===== src/rtl/ctc_bus_master_pkg.sv =====
// Shared encodings for the counter/timer channel bus initiator.
// Holds op codes, FSM state encoding, default phase lengths and the
// channel-select decode helper.
package ctc_bus_pkg;

  typedef enum logic [1:0] {
    OP_WRITE  = 2'd0,
    OP_READ   = 2'd1,
    OP_INTACK = 2'd2,
    OP_RSVD   = 2'd3
  } op_e;

  typedef enum logic [1:0] {
    ST_IDLE    = 2'd0,
    ST_SETUP   = 2'd1,
    ST_STROBE  = 2'd2,
    ST_RECOVER = 2'd3
  } state_e;

  localparam int DEF_SETUP  = 1;
  localparam int DEF_STROBE = 2;

  // Channel number to one-hot chip select.
  function automatic logic [3:0] onehot4(input logic [1:0] sel);
    return 4'b0001 << sel;
  endfunction

endpackage


===== src/rtl/ctc_bus_master_if.sv =====
// Command, response and channel-bus signals of the CTC bus initiator.
// master: the initiator's view; slave: the SoC side plus channel side.
// Pure wiring, no state.
interface ctc_bus_master_if #(
  parameter int DWID = 8
);
  logic            req_valid;
  logic            req_ready;
  logic [1:0]      req_op;
  logic [1:0]      req_chan;
  logic [DWID-1:0] req_data;
  logic            rsp_valid;
  logic [DWID-1:0] rsp_data;
  logic            rsp_err;
  logic            ce_n;
  logic [3:0]      cs;
  logic            m1_n;
  logic            iorq_n;
  logic            rd_n;
  logic [DWID-1:0] bus_dout;
  logic [DWID-1:0] bus_din;
  logic            bus_oe_n;
  logic            int_n;
  logic            int_pending;

  modport master (
    input  req_valid, req_op, req_chan, req_data, bus_din, bus_oe_n, int_n,
    output req_ready, rsp_valid, rsp_data, rsp_err, ce_n, cs, m1_n, iorq_n,
           rd_n, bus_dout, int_pending
  );

  modport slave (
    output req_valid, req_op, req_chan, req_data, bus_din, bus_oe_n, int_n,
    input  req_ready, rsp_valid, rsp_data, rsp_err, ce_n, cs, m1_n, iorq_n,
           rd_n, bus_dout, int_pending
  );
endinterface


===== src/rtl/ctc_bus_master_sync2.sv =====
// Two-flop synchronizer for an asynchronous level input.
// Latency: output follows input after 2 to 3 clk edges.
// No handshake; reset value is a parameter so idle-high inputs stay quiet.
module sync2 #(
  parameter logic RST_VAL = 1'b0
) (
  input  logic clk,
  input  logic reset,
  input  logic d,
  output logic q
);
  logic s1;

  // Shift the asynchronous level through two flops to settle metastability.
  always_ff @(posedge clk or posedge reset) begin
    if (reset) begin
      s1 <= RST_VAL;
      q  <= RST_VAL;
    end else begin
      s1 <= d;
      q  <= s1;
    end
  end
endmodule


===== src/rtl/ctc_bus_master.sv =====
// Turns valid/ready commands into phased Z80-style I/O cycles on the CTC bus.
// Latency: response pulse 1+SETUP+STROBE cycles after accept (1 for reserved op).
// Backpressure: req_ready low from the cycle after accept until the cycle after RECOVER.
module ctc_bus_master
  import ctc_bus_pkg::*;
#(
  parameter int DWID   = 8,
  parameter int SETUP  = DEF_SETUP,
  parameter int STROBE = DEF_STROBE
) (
  input logic clk,
  input logic reset,
  ctc_bus_master_if.master bus
);

  // Read data arrives 2 cycles after RD falls, so shorter strobes are useless.
  if (SETUP < 1 || SETUP > 15 || STROBE < 2 || STROBE > 15) begin : g_bad_params
    $error("ctc_bus_master: SETUP must be 1..15 and STROBE 2..15");
  end

  state_e          state, state_nx;
  op_e             op_q, op_nx;
  logic [1:0]      chan_q, chan_nx;
  logic [DWID-1:0] data_q, data_nx;
  logic [3:0]      cnt, cnt_nx;
  logic            accept;

  logic            captured;
  logic [DWID-1:0] cap_data;
  logic            cap_now, hit, active_nx, rd_like_nx;
  logic [DWID-1:0] eff_data;

  logic            req_ready_q, rsp_valid_q, rsp_err_q;
  logic [DWID-1:0] rsp_data_q, dout_q;
  logic            ce_n_q, m1_n_q, iorq_n_q, rd_n_q;
  logic [3:0]      cs_q;

  logic            req_ready_d, rsp_valid_d, rsp_err_d;
  logic [DWID-1:0] rsp_data_d, dout_d;
  logic            ce_n_d, m1_n_d, iorq_n_d, rd_n_d;
  logic [3:0]      cs_d;

  logic            int_sync;

  // Next-state sequencing plus decode of the next cycle's bus outputs.
  always_comb begin
    state_nx = state;
    cnt_nx   = cnt;
    op_nx    = op_q;
    chan_nx  = chan_q;
    data_nx  = data_q;
    accept   = 1'b0;

    unique case (state)
      ST_IDLE: begin
        if (bus.req_valid) begin
          accept  = 1'b1;
          op_nx   = op_e'(bus.req_op);
          chan_nx = bus.req_chan;
          data_nx = bus.req_data;
          if (op_e'(bus.req_op) == OP_RSVD) begin
            state_nx = ST_RECOVER;
          end else begin
            state_nx = ST_SETUP;
            cnt_nx   = 4'(SETUP - 1);
          end
        end
      end
      ST_SETUP: begin
        if (cnt == 4'd0) begin
          state_nx = ST_STROBE;
          cnt_nx   = 4'(STROBE - 1);
        end else begin
          cnt_nx = cnt - 4'd1;
        end
      end
      ST_STROBE: begin
        if (cnt == 4'd0) begin
          state_nx = ST_RECOVER;
        end else begin
          cnt_nx = cnt - 4'd1;
        end
      end
      ST_RECOVER: state_nx = ST_IDLE;
      default:    state_nx = ST_IDLE;
    endcase

    // Only the first responder drive in STROBE counts; later cycles are ignored.
    cap_now    = (state == ST_STROBE) && (op_q == OP_READ || op_q == OP_INTACK) &&
                 !bus.bus_oe_n && !captured;
    hit        = captured || cap_now;
    eff_data   = cap_now ? bus.bus_din : cap_data;
    active_nx  = (state_nx == ST_SETUP) || (state_nx == ST_STROBE);
    rd_like_nx = (op_nx == OP_READ) || (op_nx == OP_INTACK);

    req_ready_d = (state_nx == ST_IDLE);
    ce_n_d      = !active_nx;
    cs_d        = active_nx ? onehot4(chan_nx) : 4'b0000;
    dout_d      = active_nx ? data_nx : '0;
    m1_n_d      = !(active_nx && op_nx == OP_INTACK);
    iorq_n_d    = !(state_nx == ST_STROBE);
    rd_n_d      = !(state_nx == ST_STROBE && op_nx == OP_READ);
    rsp_valid_d = (state_nx == ST_RECOVER);
    rsp_err_d   = rsp_valid_d && ((op_nx == OP_RSVD) || (rd_like_nx && !hit));
    rsp_data_d  = (rsp_valid_d && rd_like_nx && hit) ? eff_data : '0;
  end

  // FSM state, phase counter and latched command.
  always_ff @(posedge clk or posedge reset) begin
    if (reset) begin
      state  <= ST_IDLE;
      cnt    <= 4'd0;
      op_q   <= OP_WRITE;
      chan_q <= 2'd0;
      data_q <= '0;
    end else begin
      state  <= state_nx;
      cnt    <= cnt_nx;
      op_q   <= op_nx;
      chan_q <= chan_nx;
      data_q <= data_nx;
    end
  end

  // Hold the first captured responder byte for the current command.
  always_ff @(posedge clk or posedge reset) begin
    if (reset) begin
      captured <= 1'b0;
      cap_data <= '0;
    end else if (accept) begin
      captured <= 1'b0;
      cap_data <= '0;
    end else if (cap_now) begin
      captured <= 1'b1;
      cap_data <= bus.bus_din;
    end
  end

  // Register every output so strobes are glitch-free.
  always_ff @(posedge clk or posedge reset) begin
    if (reset) begin
      req_ready_q <= 1'b1;
      rsp_valid_q <= 1'b0;
      rsp_err_q   <= 1'b0;
      rsp_data_q  <= '0;
      ce_n_q      <= 1'b1;
      cs_q        <= 4'b0000;
      m1_n_q      <= 1'b1;
      iorq_n_q    <= 1'b1;
      rd_n_q      <= 1'b1;
      dout_q      <= '0;
    end else begin
      req_ready_q <= req_ready_d;
      rsp_valid_q <= rsp_valid_d;
      rsp_err_q   <= rsp_err_d;
      rsp_data_q  <= rsp_data_d;
      ce_n_q      <= ce_n_d;
      cs_q        <= cs_d;
      m1_n_q      <= m1_n_d;
      iorq_n_q    <= iorq_n_d;
      rd_n_q      <= rd_n_d;
      dout_q      <= dout_d;
    end
  end

  // Interrupt request is idle-high, so the synchronizer resets to 1.
  sync2 #(.RST_VAL(1'b1)) u_int_sync (
    .clk   (clk),
    .reset (reset),
    .d     (bus.int_n),
    .q     (int_sync)
  );

  assign bus.req_ready   = req_ready_q;
  assign bus.rsp_valid   = rsp_valid_q;
  assign bus.rsp_err     = rsp_err_q;
  assign bus.rsp_data    = rsp_data_q;
  assign bus.ce_n        = ce_n_q;
  assign bus.cs          = cs_q;
  assign bus.m1_n        = m1_n_q;
  assign bus.iorq_n      = iorq_n_q;
  assign bus.rd_n        = rd_n_q;
  assign bus.bus_dout    = dout_q;
  assign bus.int_pending = !int_sync;

endmodule


===== src/flat_wrapper.sv =====
// flat-port wrapper written by rule: the top's interface ports become plain ports
module ctc_bus_master_flat import ctc_bus_pkg::*;
#(
  parameter int DWID   = 8,
  parameter int SETUP  = DEF_SETUP,
  parameter int STROBE = DEF_STROBE
)
  (clk, reset, bus_req_valid, bus_req_op, bus_req_chan, bus_req_data, bus_bus_din, bus_bus_oe_n, bus_int_n, bus_req_ready, bus_rsp_valid, bus_rsp_data, bus_rsp_err, bus_ce_n, bus_cs, bus_m1_n, bus_iorq_n, bus_rd_n, bus_bus_dout, bus_int_pending);
  ctc_bus_master_if #(.DWID(DWID)) bus_i ();
  input logic clk;
  input logic reset;
  input wire logic [$bits(bus_i.req_valid)-1:0] bus_req_valid;
  input wire logic [$bits(bus_i.req_op)-1:0] bus_req_op;
  input wire logic [$bits(bus_i.req_chan)-1:0] bus_req_chan;
  input wire logic [$bits(bus_i.req_data)-1:0] bus_req_data;
  input wire logic [$bits(bus_i.bus_din)-1:0] bus_bus_din;
  input wire logic [$bits(bus_i.bus_oe_n)-1:0] bus_bus_oe_n;
  input wire logic [$bits(bus_i.int_n)-1:0] bus_int_n;
  output wire logic [$bits(bus_i.req_ready)-1:0] bus_req_ready;
  output wire logic [$bits(bus_i.rsp_valid)-1:0] bus_rsp_valid;
  output wire logic [$bits(bus_i.rsp_data)-1:0] bus_rsp_data;
  output wire logic [$bits(bus_i.rsp_err)-1:0] bus_rsp_err;
  output wire logic [$bits(bus_i.ce_n)-1:0] bus_ce_n;
  output wire logic [$bits(bus_i.cs)-1:0] bus_cs;
  output wire logic [$bits(bus_i.m1_n)-1:0] bus_m1_n;
  output wire logic [$bits(bus_i.iorq_n)-1:0] bus_iorq_n;
  output wire logic [$bits(bus_i.rd_n)-1:0] bus_rd_n;
  output wire logic [$bits(bus_i.bus_dout)-1:0] bus_bus_dout;
  output wire logic [$bits(bus_i.int_pending)-1:0] bus_int_pending;
  assign bus_i.req_valid = bus_req_valid;
  assign bus_i.req_op = bus_req_op;
  assign bus_i.req_chan = bus_req_chan;
  assign bus_i.req_data = bus_req_data;
  assign bus_i.bus_din = bus_bus_din;
  assign bus_i.bus_oe_n = bus_bus_oe_n;
  assign bus_i.int_n = bus_int_n;
  assign bus_req_ready = bus_i.req_ready;
  assign bus_rsp_valid = bus_i.rsp_valid;
  assign bus_rsp_data = bus_i.rsp_data;
  assign bus_rsp_err = bus_i.rsp_err;
  assign bus_ce_n = bus_i.ce_n;
  assign bus_cs = bus_i.cs;
  assign bus_m1_n = bus_i.m1_n;
  assign bus_iorq_n = bus_i.iorq_n;
  assign bus_rd_n = bus_i.rd_n;
  assign bus_bus_dout = bus_i.bus_dout;
  assign bus_int_pending = bus_i.int_pending;
  ctc_bus_master #(.DWID(DWID), .SETUP(SETUP), .STROBE(STROBE)) u_core (.clk(clk), .reset(reset), .bus(bus_i));
endmodule

===== config.mk =====
export PLATFORM = sky130hd
export DESIGN_NAME = ctc_bus_master_flat
export DESIGN_NICKNAME = d
export VERILOG_FILES = /design/src/rtl/ctc_bus_master_pkg.sv /design/src/rtl/ctc_bus_master_if.sv /design/src/rtl/ctc_bus_master_sync2.sv /design/src/rtl/ctc_bus_master.sv /design/src/flat_wrapper.sv
export SDC_FILE = /design/constraint.sdc
export NUM_CORES = 1
export LEC_CHECK = 0
export CORE_UTILIZATION = 45
export DETAILED_ROUTE_END_ITERATION = 10
export HOLD_SLACK_MARGIN = 0.1
export PLACE_DENSITY = 0.75
export RECOVER_POWER = 25
export SLEW_MARGIN = 0
export SYNTH_ARGS = -nofsm -noshare
export SYNTH_HDL_FRONTEND = slang
export SYNTH_SLANG_ARGS = --single-unit

===== constraint.sdc =====
create_clock -name clk -period 2.15 [get_ports clk]
set_clock_uncertainty 0.05 [all_clocks]
set_input_delay 0.215 -clock clk [delete_from_list [all_inputs] [get_ports clk]]
set_output_delay 0.215 -clock clk [all_outputs]
set_load 0.05 [all_outputs]

==> results.py, run 1 <==
metrics = {
    "synthesis": {
        "yosys.area.top_type": "dfrtp_1",
        "synthFlopType": "dfrtp_1",
        "synth_top_cell_area_share": 0.519,
        "syn_area_per_cell_um2": 10.3,
        "ys_seq_area_frac": 0.596,
        "synthArstFlopShare": 1.00,
        "synth_area_um2": 2360,
        "synth_cells": 229,
        "synth_area_leaders": "dfrtp_1 52%, nand2_1 9.8%, dfstp_2 7.8%",
        "yosys.cell_types.count": 35,
        "syn-num-nets": 267,
        "yosys_warnings": 0,
        "yosys_register_bits": 56,
        "synth_edf_count": 0,
    },
    "hold_path": {
        "hold_path_depth": 0,
        "hp-class": "register to register",
    },
    "floorplanning": {
        "die_area_um2": 5550,
        "coreArea_um2": 5070,
        "die_w_um": 74.5,
        "fp.dieH_um": 74.5,
        "start_util": 0.466,
        "row_count": 26,
        "ioPinCount": 53,
    },
    "run": {
        "maxCapViolCount": 0,
    },
    "place": {
        "routabilityCongestion": 0.832,
        "placedCellCount": 356,
        "port_buffers": 52,
        "pre_cts_slack_ns": 0.0282,
        "place_hpwl_um": 3470,
    },
    "timing": {
        "slew_headroom": 0.481,
        "final_max_slew_viol_count": 0,
        "timing.final.hold_violations": 0,
        "min_period_ns": 2.07,
        "finalSetupViolCount": 0,
        "finalCritPeriodShare": 0.964,
        "fmax_mhz": 483,
        "fin_ws_ns": 0.0777,
        "worst_pin_slew_ns": 0.778,
    },
    "clocking": {
        "cts_buffer_depth": 2,
        "cts_hold_repair.buffers": 0,
        "cts_buffers": 5,
        "cts_tree": "yes",
        "clk_latency_ns": 0.30,
        "clk_pin_slew_ns": 0.09,
        "cts.sinks": 56,
        "clockRootBuffer": "clkbuf_8",
        "cts.htree.levels": 2,
    },
    "setup_path": {
        "startpoint_type": "register",
        "required_ns": 2.33,
        "cp_slowest_cell": "dfrtp_1",
        "crit_path_frequent_cell": "inv_1",
        "cp_cell_sequence": "inv_1, ha_1, nor3b_4, mux2_2, o22a_4, ha_4, inv_1, buf_12, a21oi_1",
        "end_kind": "register",
        "slowest_delay_ns": 0.37,
        "critical_path_class": "register to register",
        "worstPathMaxFanout": 13,
        "crit_arrival_ns": 2.25,
        "rr_worst_depth": 9,
    },
    "final_layout": {
        "final_layout_size_suffix_gt1_frac": 0.142,
        "most-common-layout-cells": "62 x nand2_1, 50 x clkdlybuf4s50_1, 49 x dfrtp_1",
        "areaGrowthSynthToFinish_pct": 36.2,
        "n_antenna_cell": 0,
        "final_common_cell": "nand2_1",
        "fin_cells": 365,
        "final_nets": 332,
    },
    "power_and_ir_drop": {
        "ir_worst_vdd_uv": 1150,
        "power_per_cell_area_nw_per_um2": 1510,
        "leakagePower_nw": 1.45,
    },
    "global_routing": {
        "overflow": 0,
        "antenna_found_initial": 0,
        "grt_pass1_vias": 1692,
        "grt_pass1_wl_um": 7820,
        "grt_usage": 0.188,
        "grt_max_degree": 29,
    },
    "drt": {
        "drc_errors": 0,
        "first_iter_violations": 143,
        "dr.pass1.iters": 4,
        "avgViaCountPerCell": 4.91,
        "vias": 1792,
        "route.antenna.remaining_nets": 0,
        "routed_wl_um": 4860,
        "wl_per_cell_um": 13.3,
    },
    "outcome": {
        "status": "complete, no violations",
    },
}
[sequential cells by signal (all words and copies together) (netlist names)]
signal                cells
u_core.bus.bus_dout       8
u_core.u_int_sync.q       1
u_core.bus.rsp_err        1
u_core.bus.rsp_valid      1
u_core.bus.req_ready      1
u_core.bus.iorq_n         1
u_core.u_int_sync.s1      1
u_core.bus.rd_n           1
u_core.cnt                4
u_core.data_q             8
u_core.bus.cs             4
u_core.bus.ce_n           1
u_core.cap_data           8
u_core.bus.m1_n           1
u_core.op_q               2
u_core.state              2
u_core.chan_q             2
u_core.captured           1
u_core.bus.rsp_data       8
[cells by family after synthesis]
logic type	after synthesis	synth area share
adders and majority gates	13	0.0688
AOI/OAI and AO/OA	45	0.109
muxes	3	0.0132
and+or+nand+nor	89	0.174
DFF	56	0.596
buffers and inverters	22	0.0349
xor gates and xnor gates	1	0.00370
[Yosys cell counts (all sizes together), types with 2 or more instances]
library cell and count:
nand2 62, clkbuf 7, dfrtp 49, nor3 3, buf 2, a21oi 29, inv 13, and2 3
ha 13, nor3b 3, dfstp 7, nand3b 4, mux2i 2, or4b 2, nor2 5, o21ai 6
nand3 3
[where the power goes]
group          leakage [nW]  total [W]  switching [W]  internal [W]
clock network        0.0484   0.000585       0.000321      0.000265
logic                 0.679    0.00266        0.00156       0.00110
registers             0.720    0.00161       0.000187       0.00142
[per-layer routing]
layer | GRT usage | part of all wire | wire (um)
met1 | 0.257 | 0.44 | 2160
met2 | 0.300 | 0.50 | 2450
met3 | 0.0420 | 0.044 | 214
met4 | 0.0629 | 0.0088 | 43
met5 | 0 | 0 | 0
[repair_timing]
item	4_1_cts	5_1_grt
resized for setup	0	14
setup endpoints to repair	0	22
setup buffers	0	1
[layout make-up]
cell class                      instances  area (um2)
Clock inverter                          1        8.76
Timing Repair Buffer                   67         639
Clock buffer                            7        86.3
Sequential cell                        56        1410
Multi-Input combinational cell        151         940
Tap cell                               70        87.6
Fill cell                             421        1850
Inverter                               13        48.8
[critical path: cells and delay by family (launching register included)]
kind	cells	cell delay, ns
AO/OA/AOI/OAI	2	0.37
buffers and inverters	3	0.27
adder cells (fa/ha/maj)	2	0.49
flip-flops	1	0.37
multiplexers	1	0.28
AND/OR/NAND/NOR	1	0.17
[metrics by stage]
| stage | cell area, um2 | power [W] | utilization | TNS (ns) | hold slack [ns] |
|---|---|---|---|---|---|
| floorplan | 2380 | 0.00317 | - | 0 | 0.169 |
| global placement | 3070 | 0.00403 | 0.606 | 0 | 0.297 |
| detailed placement | 3070 | 0.00410 | 0.606 | 0 | 0.300 |
| CTS | 3170 | 0.00470 | 0.625 | 0 | 0.198 |
| global route | 3220 | 0.00522 | 0.635 | -0.100 | 0.318 |
| finish | 3220 | 0.00485 | 0.635 | 0 | 0.312 |
[path summary, 6_finish.rpt]
check	from	endpoint	slack, ns
max in group asynchronous	reset	u_core.state[1]$_DFF_PP0_	0.49
worst max-delay path	u_core.cnt[0]$_DFFE_PP0P_	u_core.bus.bus_dout[1]$_DFF_PP0_	0.08
worst min register to register	u_core.u_int_sync.s1$_DFF_PP1_	u_core.u_int_sync.q$_DFF_PP1_	0.31
worst max register to register	u_core.cnt[0]$_DFFE_PP0P_	u_core.bus.bus_dout[1]$_DFF_PP0_	0.08
worst min-delay path	u_core.u_int_sync.s1$_DFF_PP1_	u_core.u_int_sync.q$_DFF_PP1_	0.31
min in group asynchronous	reset	u_core.bus.bus_dout[4]$_DFF_PP0_	0.44
No activity file was read; power rests on OpenSTA's default activity.
==> run 2, diff against run 1 <==
Settings changed: ABC_AREA set to 1.
==> results.py, run 2 <==
metrics = {
    "synthesis": {
        "syn-num-nets": 303,
        "synth_edf_count": 0,
        "synth_top_cell_area_share": 0.494,
        "syn_area_per_cell_um2": 9.37,
        "synthArstFlopShare": 1.00,
        "synth_cells": 265,
        "synth_common_cells": "49 x dfrtp_1, 49 x nand2_1, 48 x inv_1",
        "yosys_warnings": 0,
        "ys_seq_area_frac": 0.568,
        "yosys.area.top_type": "dfrtp_1",
        "synth_area_um2": 2480,
        "yosys_register_bits": 56,
        "synthFlopType": "dfrtp_1",
        "synth_area_leaders": "dfrtp_1 49%, dfstp_2 7.4%, nand2_1 7.4%",
        "yosys.cell_types.count": 24,
    },
    "setup_path": {
        "rr_worst_depth": 11,
        "crit_arrival_ns": 2.23,
        "end_kind": "register",
        "critical_path_class": "register to register",
        "startpoint_type": "register",
        "rr_endpoint": "u_core.bus.rsp_data[2]$_DFF_PP0_",
        "worstPathMaxFanout": 8,
        "required_ns": 2.35,
        "ff2ff_setup_slack_ns": 0.12,
        "reg2reg_from": "u_core.state[0]$_DFF_PP0_",
    },
    "global_routing": {
        "grt_pass1_vias": 1802,
        "grt_usage": 0.175,
        "grt_pass1_wl_um": 7980,
        "antenna_found_initial": 0,
        "grt_use_met3": 0.0383,
        "global_route.usage.met2": 0.289,
        "met1_usage": 0.219,
        "overflow": 0,
        "gr-max-usage-layer": "met2",
        "grt_max_degree": 57,
    },
    "drt": {
        "routed_wl_um": 4570,
        "drc_errors": 0,
        "avgViaCountPerCell": 4.57,
        "wl_per_cell_um": 11.3,
        "route.antenna.remaining_nets": 0,
        "dr.pass1.iters": 4,
        "vias": 1842,
        "first_iter_violations": 38,
    },
    "floorplanning": {
        "die_w_um": 76.3,
        "start_util": 0.477,
        "row_count": 26,
        "fp.dieH_um": 76.3,
        "coreArea_um2": 5200,
        "ioPinCount": 53,
        "die_area_um2": 5820,
    },
    "final_layout": {
        "final_layout_size_suffix_gt1_frac": 0.177,
        "final_area_um2": 3270,
        "fill_cells": 436,
        "final_nets": 370,
        "seq_area_um2": 1410,
        "multiInputGateArea_um2": 887,
        "areaGrowthSynthToFinish_pct": 31.8,
        "n_antenna_cell": 0,
        "most-common-layout-cells": "50 x clkdlybuf4s50_1, 49 x nand2_1, 49 x dfrtp_1",
        "final_common_cell": "clkdlybuf4s50_1",
    },
    "power_and_ir_drop": {
        "power_per_cell_area_nw_per_um2": 1600,
        "p_int_w": 0.00286,
        "seq_power_share": 0.309,
        "p_sw_frac": 0.454,
        "power_frac_clock": 0.114,
        "ir_worst_vdd_uv": 815,
        "p_sw_w": 0.00238,
        "leakagePower_nw": 1.62,
        "comb_power_share": 0.578,
    },
    "place": {
        "routabilityCongestion": 0.837,
        "port_buffers": 52,
        "placed_area_um2": 3150,
        "place_hpwl_um": 3360,
    },
    "timing": {
        "slew_headroom": 0.142,
        "finalSetupViolCount": 0,
        "worst_pin_slew_ns": 1.29,
        "timing.final.hold_violations": 0,
        "finalCritPeriodShare": 0.945,
        "tns_ns": 0,
        "final_max_slew_viol_count": 0,
        "fmax_mhz": 492,
        "rsz0062_at_grt": "no",
        "min_period_ns": 2.03,
    },
    "hold_path": {
        "holdCritStartpoint": "u_core.u_int_sync.s1$_DFF_PP1_",
        "hold_path_depth": 0,
        "hp-class": "register to register",
        "holdPathEnd": "u_core.u_int_sync.q$_DFF_PP1_",
    },
    "clocking": {
        "cts_hold_repair.buffers": 0,
        "clk_pin_slew_ns": 0.10,
        "cts_buffers": 5,
        "cts_buffer_depth": 2,
        "cts_tree": "yes",
        "clk_latency_ns": 0.30,
        "cts.htree.levels": 2,
        "clockRootBuffer": "clkbuf_8",
        "cts.sinks": 56,
    },
    "outcome": {
        "status": "complete, no violations",
    },
    "run": {
        "maxCapViolCount": 0,
    },
}
[run 2: cell types whose count changed in the layout (fill, tap and decap cells not counted), sizes merged, moves of 6 or more]
cell,before,now
nand4,0,8
o21ai,6,19
a21oi,29,3
nand2,62,54
or2,0,11
nand3,3,9
nor2,5,39
inv,13,48
[run 2: power groups by stage]
stage / combinational [W] / clock, W / sequential (W)
after floorplan: 0.00144 / 0 / 0.00219
after global placement: 0.00279 / 0 / 0.00163
after detailed placement: 0.00285 / 0 / 0.00164
after CTS: 0.00287 / 0.000616 / 0.00162
after global routing: 0.00339 / 0.000659 / 0.00166
final: 0.00303 / 0.000596 / 0.00162
[run 2: layer usage]
metal | vias to the layer above | wire length (um)
met5 | - | 0
met4 | 0 | 101
met3 | 9 | 195
met2 | 40 | 2200
met1 | 862 | 2070
li1 | 931 | -
[run 2: cell families (layout without fill, tap and decap cells)]
group | Yosys count | in the layout | synth area share
AO/OA/AOI/OAI | 22 | 22 | 0.0474
adder cells (fa/ha/maj) | 13 | 13 | 0.0655
buffers and inverters | 53 | 121 | 0.0861
flip-flops | 56 | 56 | 0.568
AND/OR/NAND/NOR | 121 | 121 | 0.233
[run 2: cell type report]
cell class | instances | share of cell area
Clock inverter | 2 | 0.00420
Tap cell | 70 | 0.0267
Timing Repair inverter | 1 | 0.00153
Sequential cell | 56 | 0.431
Timing Repair Buffer | 63 | 0.183
Multi-Input combinational cell | 156 | 0.271
Clock buffer | 6 | 0.0252
Inverter | 49 | 0.0573
[run 2: per-stage QoR]
step | total power (W) | hold WS (ns) | setup WS, ns | utilization | cells
floorplan | 0.00362 | 0.169 | 0.114 | - | 265
global placement | 0.00442 | 0.298 | 0.0623 | 0.605 | 393
detailed placement | 0.00450 | 0.298 | 0.0236 | 0.605 | 393
CTS | 0.00510 | 0.234 | 0.00797 | 0.624 | 401
global route | 0.00571 | 0.317 | 0.00285 | 0.629 | 403
finish | 0.00525 | 0.311 | 0.118 | 0.629 | 403
[run 2: worst max-delay path, stage by stage (launching register included)]
cell and delay, ns:
dfrtp_1 0.42, inv_2 0.08, ha_1 0.22, nand2_2 0.07, inv_1 0.07, or2_2 0.29, o21ai_2 0.08, inv_2 0.06
ha_1 0.29, inv_2 0.08, nand3_4 0.13, nor2_2 0.13
[run 2: how the worst max path moves through the flow]
stage | from | to | slack, ns | cells after the start
final | u_core.state[0]$_DFF_PP0_ | u_core.bus.rsp_data[2]$_DFF_PP0_ | 0.12 | 11
after detailed placement | u_core.state[0]$_DFF_PP0_ | u_core.bus.rsp_data[4]$_DFF_PP0_ | 0.02 | 11
after global placement | bus_req_valid | u_core.bus.rsp_data[2]$_DFF_PP0_ | 0.06 | 10
after CTS | u_core.state[0]$_DFF_PP0_ | u_core.bus.rsp_data[4]$_DFF_PP0_ | 0.008 | 11
after global routing | u_core.state[0]$_DFF_PP0_ | u_core.bus.rsp_data[0]$_DFF_PP0_ | 0.003 | 11
after floorplan | u_core.state[0]$_DFF_PP0_ | u_core.bus.rsp_data[0]$_DFF_PP0_ | 0.11 | 12
[run 2: what timing repair did]
item	CTS	global route
buffers inserted	0	1
resized for setup	0	14
endpoints found under the setup margin	0	22
